===== config.mk =====
export PLATFORM = sky130hd
export DESIGN_NAME = color_scheduler_flat
export DESIGN_NICKNAME = d
export VERILOG_FILES = /design/src/rtl/color_scheduler_if.sv /design/src/rtl/color_scheduler.sv /design/src/flat_wrapper.sv
export SDC_FILE = /design/constraint.sdc
export NUM_CORES = 1
export LEC_CHECK = 0
export ABC_CLOCK_PERIOD_IN_PS = 2230
export CORE_MARGIN = 2
export CORE_UTILIZATION = 26
export DETAILED_ROUTE_END_ITERATION = 8
export PLACE_DENSITY = 0.41
export SYNTH_ARGS = -nofsm -noshare
export SYNTH_HDL_FRONTEND = slang
export SYNTH_SLANG_ARGS = --single-unit

===== constraint.sdc =====
create_clock -name CLK50MHZ -period 2.23 [get_ports CLK50MHZ]
set_clock_uncertainty 0.2 [all_clocks]
set_input_delay 0.446 -clock CLK50MHZ [delete_from_list [all_inputs] [get_ports CLK50MHZ]]
set_output_delay 0.446 -clock CLK50MHZ [all_outputs]
set_load 0.01 [all_outputs]

===== src/rtl/color_scheduler_if.sv =====
// Button, frame-tick and step-pulse signals exchanged with the colour scheduler.
interface color_scheduler_if;
  logic btn_next;
  logic btn_prev;
  logic btn_auto;
  logic frame_tick;
  logic next;
  logic prev;
  logic auto_on;
  logic pending;

  modport master (
    output btn_next,
    output btn_prev,
    output btn_auto,
    output frame_tick,
    input  next,
    input  prev,
    input  auto_on,
    input  pending
  );

  modport slave (
    input  btn_next,
    input  btn_prev,
    input  btn_auto,
    input  frame_tick,
    output next,
    output prev,
    output auto_on,
    output pending
  );
endinterface


===== src/rtl/color_scheduler.sv =====
// Debounces three push-buttons and turns presses plus an auto-advance timer into
// frame-aligned single-cycle next/prev step pulses.
module color_scheduler #(
  parameter int unsigned DEBOUNCE_CYCLES = 500000,
  parameter int unsigned AUTO_FRAMES     = 60,
  parameter bit          AUTO_DEFAULT    = 1'b0
) (
  input  logic             CLK50MHZ,
  input  logic             RST,
  color_scheduler_if.slave bus
);

  localparam int unsigned CntW = (DEBOUNCE_CYCLES > 1) ? $clog2(DEBOUNCE_CYCLES) : 1;
  localparam logic [CntW-1:0] CntMax   = CntW'(DEBOUNCE_CYCLES - 1);
  localparam logic [15:0]     FrameMax = 16'(AUTO_FRAMES - 1);

  localparam int unsigned BtnNext = 0;
  localparam int unsigned BtnPrev = 1;
  localparam int unsigned BtnAuto = 2;

  typedef enum logic [1:0] {
    StIdle,
    StArmed,
    StIssue
  } state_e;

  // Button front end
  logic [2:0]      w_btn_raw;
  logic [2:0]      r_sync1;
  logic [2:0]      r_sync2;
  logic [2:0]      r_level;
  logic [2:0]      r_armed;
  logic [1:0]      r_warm;
  logic [CntW-1:0] r_db_cnt [3];
  logic [2:0]      w_rise;

  assign w_btn_raw = {bus.btn_auto, bus.btn_prev, bus.btn_next};

  always_ff @(posedge CLK50MHZ) begin
    if (RST) begin
      r_sync1 <= '0;
      r_sync2 <= '0;
      r_level <= '0;
      r_armed <= '0;
      r_warm  <= '0;
      for (int i = 0; i < 3; i++) begin
        r_db_cnt[i] <= '0;
      end
    end else begin
      r_sync1 <= w_btn_raw;
      r_sync2 <= r_sync1;
      r_warm  <= {r_warm[0], 1'b1};
      for (int i = 0; i < 3; i++) begin
        if (r_sync2[i] == r_level[i]) begin
          r_db_cnt[i] <= '0;
        end else if (r_db_cnt[i] == CntMax) begin
          r_level[i]  <= r_sync2[i];
          r_db_cnt[i] <= '0;
        end else begin
          r_db_cnt[i] <= r_db_cnt[i] + CntW'(1);
        end
        // A button only produces events once it has been seen released after reset,
        // so one held through reset stays silent until it is pressed again.
        if (r_warm[1] && !r_sync2[i] && !r_level[i]) begin
          r_armed[i] <= 1'b1;
        end
      end
    end
  end

  always_comb begin
    for (int i = 0; i < 3; i++) begin
      w_rise[i] = r_armed[i] && !r_level[i] && r_sync2[i] && (r_db_cnt[i] == CntMax);
    end
  end

  // Auto-advance timer
  logic        r_auto_on;
  logic [15:0] r_frame_cnt;
  logic        w_auto_due;

  assign w_auto_due = r_auto_on && bus.frame_tick && (r_frame_cnt == FrameMax);

  always_ff @(posedge CLK50MHZ) begin
    if (RST) begin
      r_auto_on   <= AUTO_DEFAULT;
      r_frame_cnt <= '0;
    end else if (w_rise[BtnAuto]) begin
      r_auto_on   <= !r_auto_on;
      r_frame_cnt <= '0;
    end else if (!r_auto_on || w_rise[BtnNext] || w_rise[BtnPrev]) begin
      r_frame_cnt <= '0;
    end else if (bus.frame_tick) begin
      r_frame_cnt <= (r_frame_cnt == FrameMax) ? 16'd0 : r_frame_cnt + 16'd1;
    end
  end

  // Request scheduler
  state_e r_state;
  state_e w_state_d;
  logic   r_pend_next;
  logic   r_pend_prev;
  logic   w_pend_next_d;
  logic   w_pend_prev_d;
  logic   r_next;
  logic   r_prev;
  logic   w_next_d;
  logic   w_prev_d;
  logic   w_decide;
  logic   w_want_next;
  logic   w_want_prev;

  always_comb begin
    w_state_d   = r_state;
    w_next_d    = 1'b0;
    w_prev_d    = 1'b0;
    w_decide    = 1'b0;
    w_want_next = r_pend_next || w_auto_due;
    w_want_prev = r_pend_prev;

    unique case (r_state)
      StIdle:  w_decide = w_auto_due;
      StArmed: w_decide = bus.frame_tick;
      StIssue: w_decide = 1'b0;
      default: w_decide = 1'b0;
    endcase

    // Presses on the deciding edge survive the clear and wait for the next frame.
    w_pend_next_d = (r_pend_next && !w_decide) || w_rise[BtnNext];
    w_pend_prev_d = (r_pend_prev && !w_decide) || w_rise[BtnPrev];

    if (w_decide) begin
      w_state_d = StIssue;
      w_next_d  = w_want_next && !w_want_prev;
      w_prev_d  = w_want_prev && !w_want_next;
    end else if (r_state != StArmed) begin
      w_state_d = (w_pend_next_d || w_pend_prev_d) ? StArmed : StIdle;
    end
  end

  always_ff @(posedge CLK50MHZ) begin
    if (RST) begin
      r_state     <= StIdle;
      r_pend_next <= 1'b0;
      r_pend_prev <= 1'b0;
      r_next      <= 1'b0;
      r_prev      <= 1'b0;
    end else begin
      r_state     <= w_state_d;
      r_pend_next <= w_pend_next_d;
      r_pend_prev <= w_pend_prev_d;
      r_next      <= w_next_d;
      r_prev      <= w_prev_d;
    end
  end

  assign bus.next    = r_next;
  assign bus.prev    = r_prev;
  assign bus.auto_on = r_auto_on;
  assign bus.pending = r_pend_next || r_pend_prev;

endmodule


===== src/flat_wrapper.sv =====
// flat-port wrapper written by rule: the top's interface ports become plain ports
module color_scheduler_flat 
#(
  parameter int unsigned DEBOUNCE_CYCLES = 500000,
  parameter int unsigned AUTO_FRAMES     = 60,
  parameter bit          AUTO_DEFAULT    = 1'b0
)
  (CLK50MHZ, RST, bus_btn_next, bus_btn_prev, bus_btn_auto, bus_frame_tick, bus_next, bus_prev, bus_auto_on, bus_pending);
  color_scheduler_if bus_i ();
  input  logic CLK50MHZ;
  input  logic RST;
  input wire logic [$bits(bus_i.btn_next)-1:0] bus_btn_next;
  input wire logic [$bits(bus_i.btn_prev)-1:0] bus_btn_prev;
  input wire logic [$bits(bus_i.btn_auto)-1:0] bus_btn_auto;
  input wire logic [$bits(bus_i.frame_tick)-1:0] bus_frame_tick;
  output wire logic [$bits(bus_i.next)-1:0] bus_next;
  output wire logic [$bits(bus_i.prev)-1:0] bus_prev;
  output wire logic [$bits(bus_i.auto_on)-1:0] bus_auto_on;
  output wire logic [$bits(bus_i.pending)-1:0] bus_pending;
  assign bus_i.btn_next = bus_btn_next;
  assign bus_i.btn_prev = bus_btn_prev;
  assign bus_i.btn_auto = bus_btn_auto;
  assign bus_i.frame_tick = bus_frame_tick;
  assign bus_next = bus_i.next;
  assign bus_prev = bus_i.prev;
  assign bus_auto_on = bus_i.auto_on;
  assign bus_pending = bus_i.pending;
  color_scheduler #(.DEBOUNCE_CYCLES(DEBOUNCE_CYCLES), .AUTO_FRAMES(AUTO_FRAMES), .AUTO_DEFAULT(AUTO_DEFAULT)) u_core (.CLK50MHZ(CLK50MHZ), .RST(RST), .bus(bus_i));
endmodule

---- Word level (Yosys, flattened, before mapping) ----
Memories as Yosys holds them, arrays and structs flattened.
Index checks and enable logic that the tools add are counted.
storage, ports and cells
  bits in registers ....................... 37
  RAM bits ................................ 57
  output and inout bits ................... 4
  logic and storage cells ................. 141
  memories ................................ 1
memory list
  memory           words  bits a word  rd ports  clocked after Yosys merged registers in  write ports  line                   source
  u_core.r_db_cnt  3      19           3         0                                        3            color_scheduler.sv:34  logic [CntW-1:0] r_db_cnt [3];
cells by class
  $add $sub $neg .......................... 4
  equality and inequality tests ........... 9
  mux-type cells .......................... 50
  bitwise logic cells ..................... 13
  reductions and logical operators ........ 46
operators by type and width
  operator               count
  $mux 19                9
  $add 19x1->19 const B  3
  $eq 19x19->1 const B   3
  $mux 1                 37
  $logic_and 1x1->1      21
  $add 16x1->16 const B  1
  $eq 16x6->1 const B    1
  $mux 16                1
  $logic_not 1->1        10
  $or 1x1->1             9
  $logic_or 1x1->1       7
  $reduce_and 2->1       3
  $mux 2                 2
  $not 1->1              4
  $reduce_or 2->1        2
  $eq 1x1->1             3
  $reduce_or 3->1        1
  $eq 2x1->1 const B     1
  $logic_not 2->1        1
  $ne 2x1->1 const B     1
  $pmux 1 s2             1
  $reduce_bool 2->1      1

---- Longest topological paths before layout ----
  word-level depth ........................ 10
  gate-level depth with buffers ........... 8
  mapped depth without buffers ............ 6

---- Worst setup path after synthesis ----
OpenSTA, ideal clock, no wires.
  path type ............................... register to register
  start point ............................. memory u_core.r_db_cnt[1][7] (netlist name)
  end point ............................... memory u_core.r_db_cnt[1][14] (netlist name), data pin
  data arrival time ....................... 1.689 ns
  slack ................................... 0.086 ns
  stages on the path, launching flop included .. 8
  buffers on the path ..................... 2
  clock period less this slack ............ 2.144 ns
  cells stage by stage .................... edfxtp_1 or4b_1 nor3_2 and2_4 or3_1 buf_6 buf_12 nor2_1
RTL lines
  element             line
  start: declaration  color_scheduler.sv:34

---- Final worst setup path ----
  start point ............................. register u_core.r_pend_next
  end point ............................... output port bus_pending
between the ends
  word-level cells in the longest chain between the ends .. 1
ends and longest elaborated chain
  element                   line                    source
  start: declaration        color_scheduler.sv:101  logic r_pend_next;
  start signal: assignment  color_scheduler.sv:150  r_pend_next <= w_pend_next_d;
  $logic_or 1x1->1          color_scheduler.sv:160  assign bus.pending = r_pend_next || r_pend_prev;
  end: declaration          flat_wrapper.sv:19      output wire logic [$bits(bus_i.pending)-1:0] bus_pending;
No other way between the ends.

==> metrics.md <==
| Metric | Value |
|---|---|
| Status | finished clean |
| Most frequent standard cell in the layout excluding fill and tap cells | nor2_1 |
| Portion of the clock cycle consumed by the worst path in the final layout | 95.5% |
| Antenna diode count | 0 |
| Maximum clock frequency | 470 MHz |
| Number of global-route vias before repair | 3143 |
| Die extent in x | 137 um |
| Via/cell ratio | roughly 4.1 |
| Peak fanout along the critical path | 3 |
| Global placement routability congestion | approximately 0.74 |
| Unrepaired setup endpoints after global routing | no |
| Fin nets | 556 |
| Clk Tree Root Cell | clkbuf_16 |
| Post-synthesis to final-layout area growth | 24.2% |
| Number of clock sinks seen by CTS | 94 |
| Number of synthesized flops with an enable pin | 57 |
| Quantity of I/O buffers inserted on ports | 9 |
| FILL cells | roughly 1800 |
| Data required time at the worst endpoint | roughly 1.6 ns |
| Capturing element type of the critical path | primary output |
| Pre-Repair DR Iteration Count | 4 |
| Clock buffers created by TritonCTS | 9 |
| Cts-stage hold buffer count | 0 |
| Clock latency of the later-clocked register in the worst-skew pair | 0.35 ns |
| Cell area after technology mapping | around 4600 um2 |
| Synth warnings | 0 |
| Y dimension of the die | between 100 and 150 um |
| Total number of H-tree levels | 3 |
| Per-cell routed wire length | 11.2 um |
| CTS clock-pin slew for the worst setup and hold paths | 0.07 ns |
| Placed wire-length estimate | 6120 um |
| Clock period minus worst slack | 2.13 ns |
| Via total after detailed routing | 3217 |
| Power density over cell area | 634 nW/um2 |
| Total track usage | ~10% |
| Layout cell share with drive strength beyond 1 | 11.3% |
| Placed Cells incl. Taps | 760 |
| Hold WC Path Type | register to register |
| Aggregate negative setup slack | 0 ns |
| Arrival time at the worst endpoint | 1.48 ns |
| Sequential fraction of the synthesis area | 53.5% |
| Yosys cell types | 47 |
| TritonCTS clock tree | yes |
| Final hold slack | 0.243 ns |
| Share of flip-flops with an asynchronous set or reset | 0% |
| Final non-filler cell total | around 780 |
| Crit Path Category | register to primary output |
| Most used cells in the layout excluding fill and tap cells | nor2_1 (94), edfxtp_1 (57), conb_1 (57), dfxtp_1 (37) |
| Number of top-level design ports | 10 |
| Synth Register Bits | 94 |
| Post-route ant nets | 0 |
| Relative contribution of the clock network to total power | 42.0% |
| Series of cell instances along the critical path | or2_2 -> clkdlybuf4s50_1 |
| CORE AREA | 17200 um2 |
| Number of max-cap violations | 0 |
| Sequential Power Share | 53.8% |
| Peak VDD IR | 0.000361 V |
| Initial drt markers | 144 |
| Global-route wire length before repair | between 10000 and 15000 um |
| Overflow after GRT | 0 |
| Buffer levels on the longest clock path | 2 |
| Total area of sequential cells | about 2500 um2 |
| Antenna violations before repair | 0 |
| Number of failing hold endpoints at the final stage | 0 |
| Core Rows | 48 |
| Maximum number of pins on one net before global-route repair | 20 |
| Cells after Synth | 450 |
| Kind of start point of the critical path | register |
| Post-synthesis area per instance | 10.2 um2 |
| Slowest cell delay on critical path | 0.49 ns |
| Combinational cell fraction of total power | 4.2% |
| Final count of negative-setup-slack endpoints | 0 |
| Multi-input combinational cell area | about 2300 um2 |
| Switching part of the total | a little under a quarter |
| Cell with the largest stage delay on the worst path | clkdlybuf4s50_1 |
| Initial cell density of the core | approximately a quarter |
| Post-synth top flop | edfxtp_1 |
| Net Switching | approximately 0.82 mW |
| Design internal power | 2.79 mW |
| Total length of routed wires | 8660 um |
| Drt drc | 0 |
| Final Slew Violations | 0 |
| Leak Pwr | 2.01 nW |
| Die area | 18700 um2 |
-- state kept, by name (all words and copies together) (netlist names) --
| signal | count |
|---|---|
| u_core.bus.prev | 1 |
| u_core.r_pend_next | 1 |
| u_core.r_warm | 2 |
| u_core.r_pend_prev | 1 |
| u_core.r_armed | 3 |
| u_core.r_db_cnt | 57 |
| u_core.bus.next | 1 |
| u_core.bus.auto_on | 1 |
| u_core.r_level | 3 |
| u_core.r_sync1 | 3 |
| u_core.r_state | 2 |
| u_core.r_frame_cnt | 16 |
| u_core.r_sync2 | 3 |
-- logic make-up after synthesis --
logic type | synth area share, %
xor gates and xnor gates | 12.6
adders and majority gates | 1.09
buffers and inverters | 2.51
and+or+nand+nor | 26.9
AOI/OAI and AO/OA | 2.87
other | 0.0819
muxes | 0.437
DFF | 53.5
-- layer usage --
layer | track usage, % | vias to the layer above | share of wire (%)
met5 | 0 | - | 0
met4 | 3.30 | 0 | 0.73
met2 | 16.2 | 26 | 45
met1 | 13.2 | 1473 | 51
li1 | - | 1709 | -
met3 | 3.59 | 9 | 3.3
-- synth_stat cells, types with 7 or more instances --
cell,count,area share (%)
xor2_1,33,6.3
a21oi_1,10,1.1
nor3_1,9,0.98
nor2b_1,9,1.2
inv_1,10,0.82
nand2_1,28,2.3
and4_1,8,1.5
xnor2_1,33,6.3
and3_1,10,1.4
edfxtp_1,57,37
nor4_1,7,0.96
dfxtp_1,37,16
nand4_1,16,2.2
nand3_1,24,2.6
and2_1,7,0.96
nor2_1,96,7.9
-- worst paths after layout --
kind	cells past startpoint	slack [ns]	to	from
hold / removal	1	0.24	u_core.r_sync2[0]	u_core.r_sync1[0]
hold reg to reg	1	0.24	u_core.r_sync2[0]	u_core.r_sync1[0]
setup reg to reg	5	0.14	u_core.r_frame_cnt[4]	u_core.r_db_cnt[0][14]
setup / recovery	2	0.10	bus_pending	u_core.r_pend_next
-- area by class of cell --
| type | instances | area share [%] |
|---|---|---|
| Clock buffer | 10 | 4.40 |
| Clock inverter | 6 | 0.616 |
| Tap cell | 225 | 4.95 |
| Inverter | 10 | 0.660 |
| Sequential cell | 94 | 43.1 |
| Multi-Input combinational cell | 390 | 39.6 |
| Timing Repair Buffer | 41 | 6.69 |
-- worst max-delay path, delay by kind of cell, from the launching register on --
family	cells	cell delay [ns]
buffers and inverters	1	0.49
flip-flops	1	0.32
AND/OR/NAND/NOR	1	0.32
-- power by group through the flow --
stage | clock network (mW) | logic, mW | registers [mW]
finish | 1.51 | 0.152 | 1.94
global route | 1.65 | 0.174 | 1.95
CTS | 1.59 | 0.149 | 1.94
detailed placement | 0 | 0.148 | 1.98
global placement | 0 | 0.148 | 1.98
floorplan | 0 | 0.0944 | 1.97
-- timing repair --
action / CTS / global route
setup endpoints to repair: 0 / 54
setup buffers: 0 / 0
gates resized for setup: 0 / 6
-- per-stage QoR --
stage | power [mW] | area [um2] | setup slack [ns] | utilization, %
3_3_place_gp | 2.13 | 5380 | 0.101 | 31.2
6_report | 3.61 | 5690 | 0.101 | 33.0
2_1_floorplan | 2.07 | 4790 | 0.0864 | -
3_5_place_dp | 2.13 | 5380 | 0.0812 | 31.2
4_1_cts | 3.68 | 5660 | 0.0604 | 32.8
5_1_grt | 3.77 | 5690 | 0.00305 | 33.0
No activity file was read; power rests on OpenSTA's default activity.
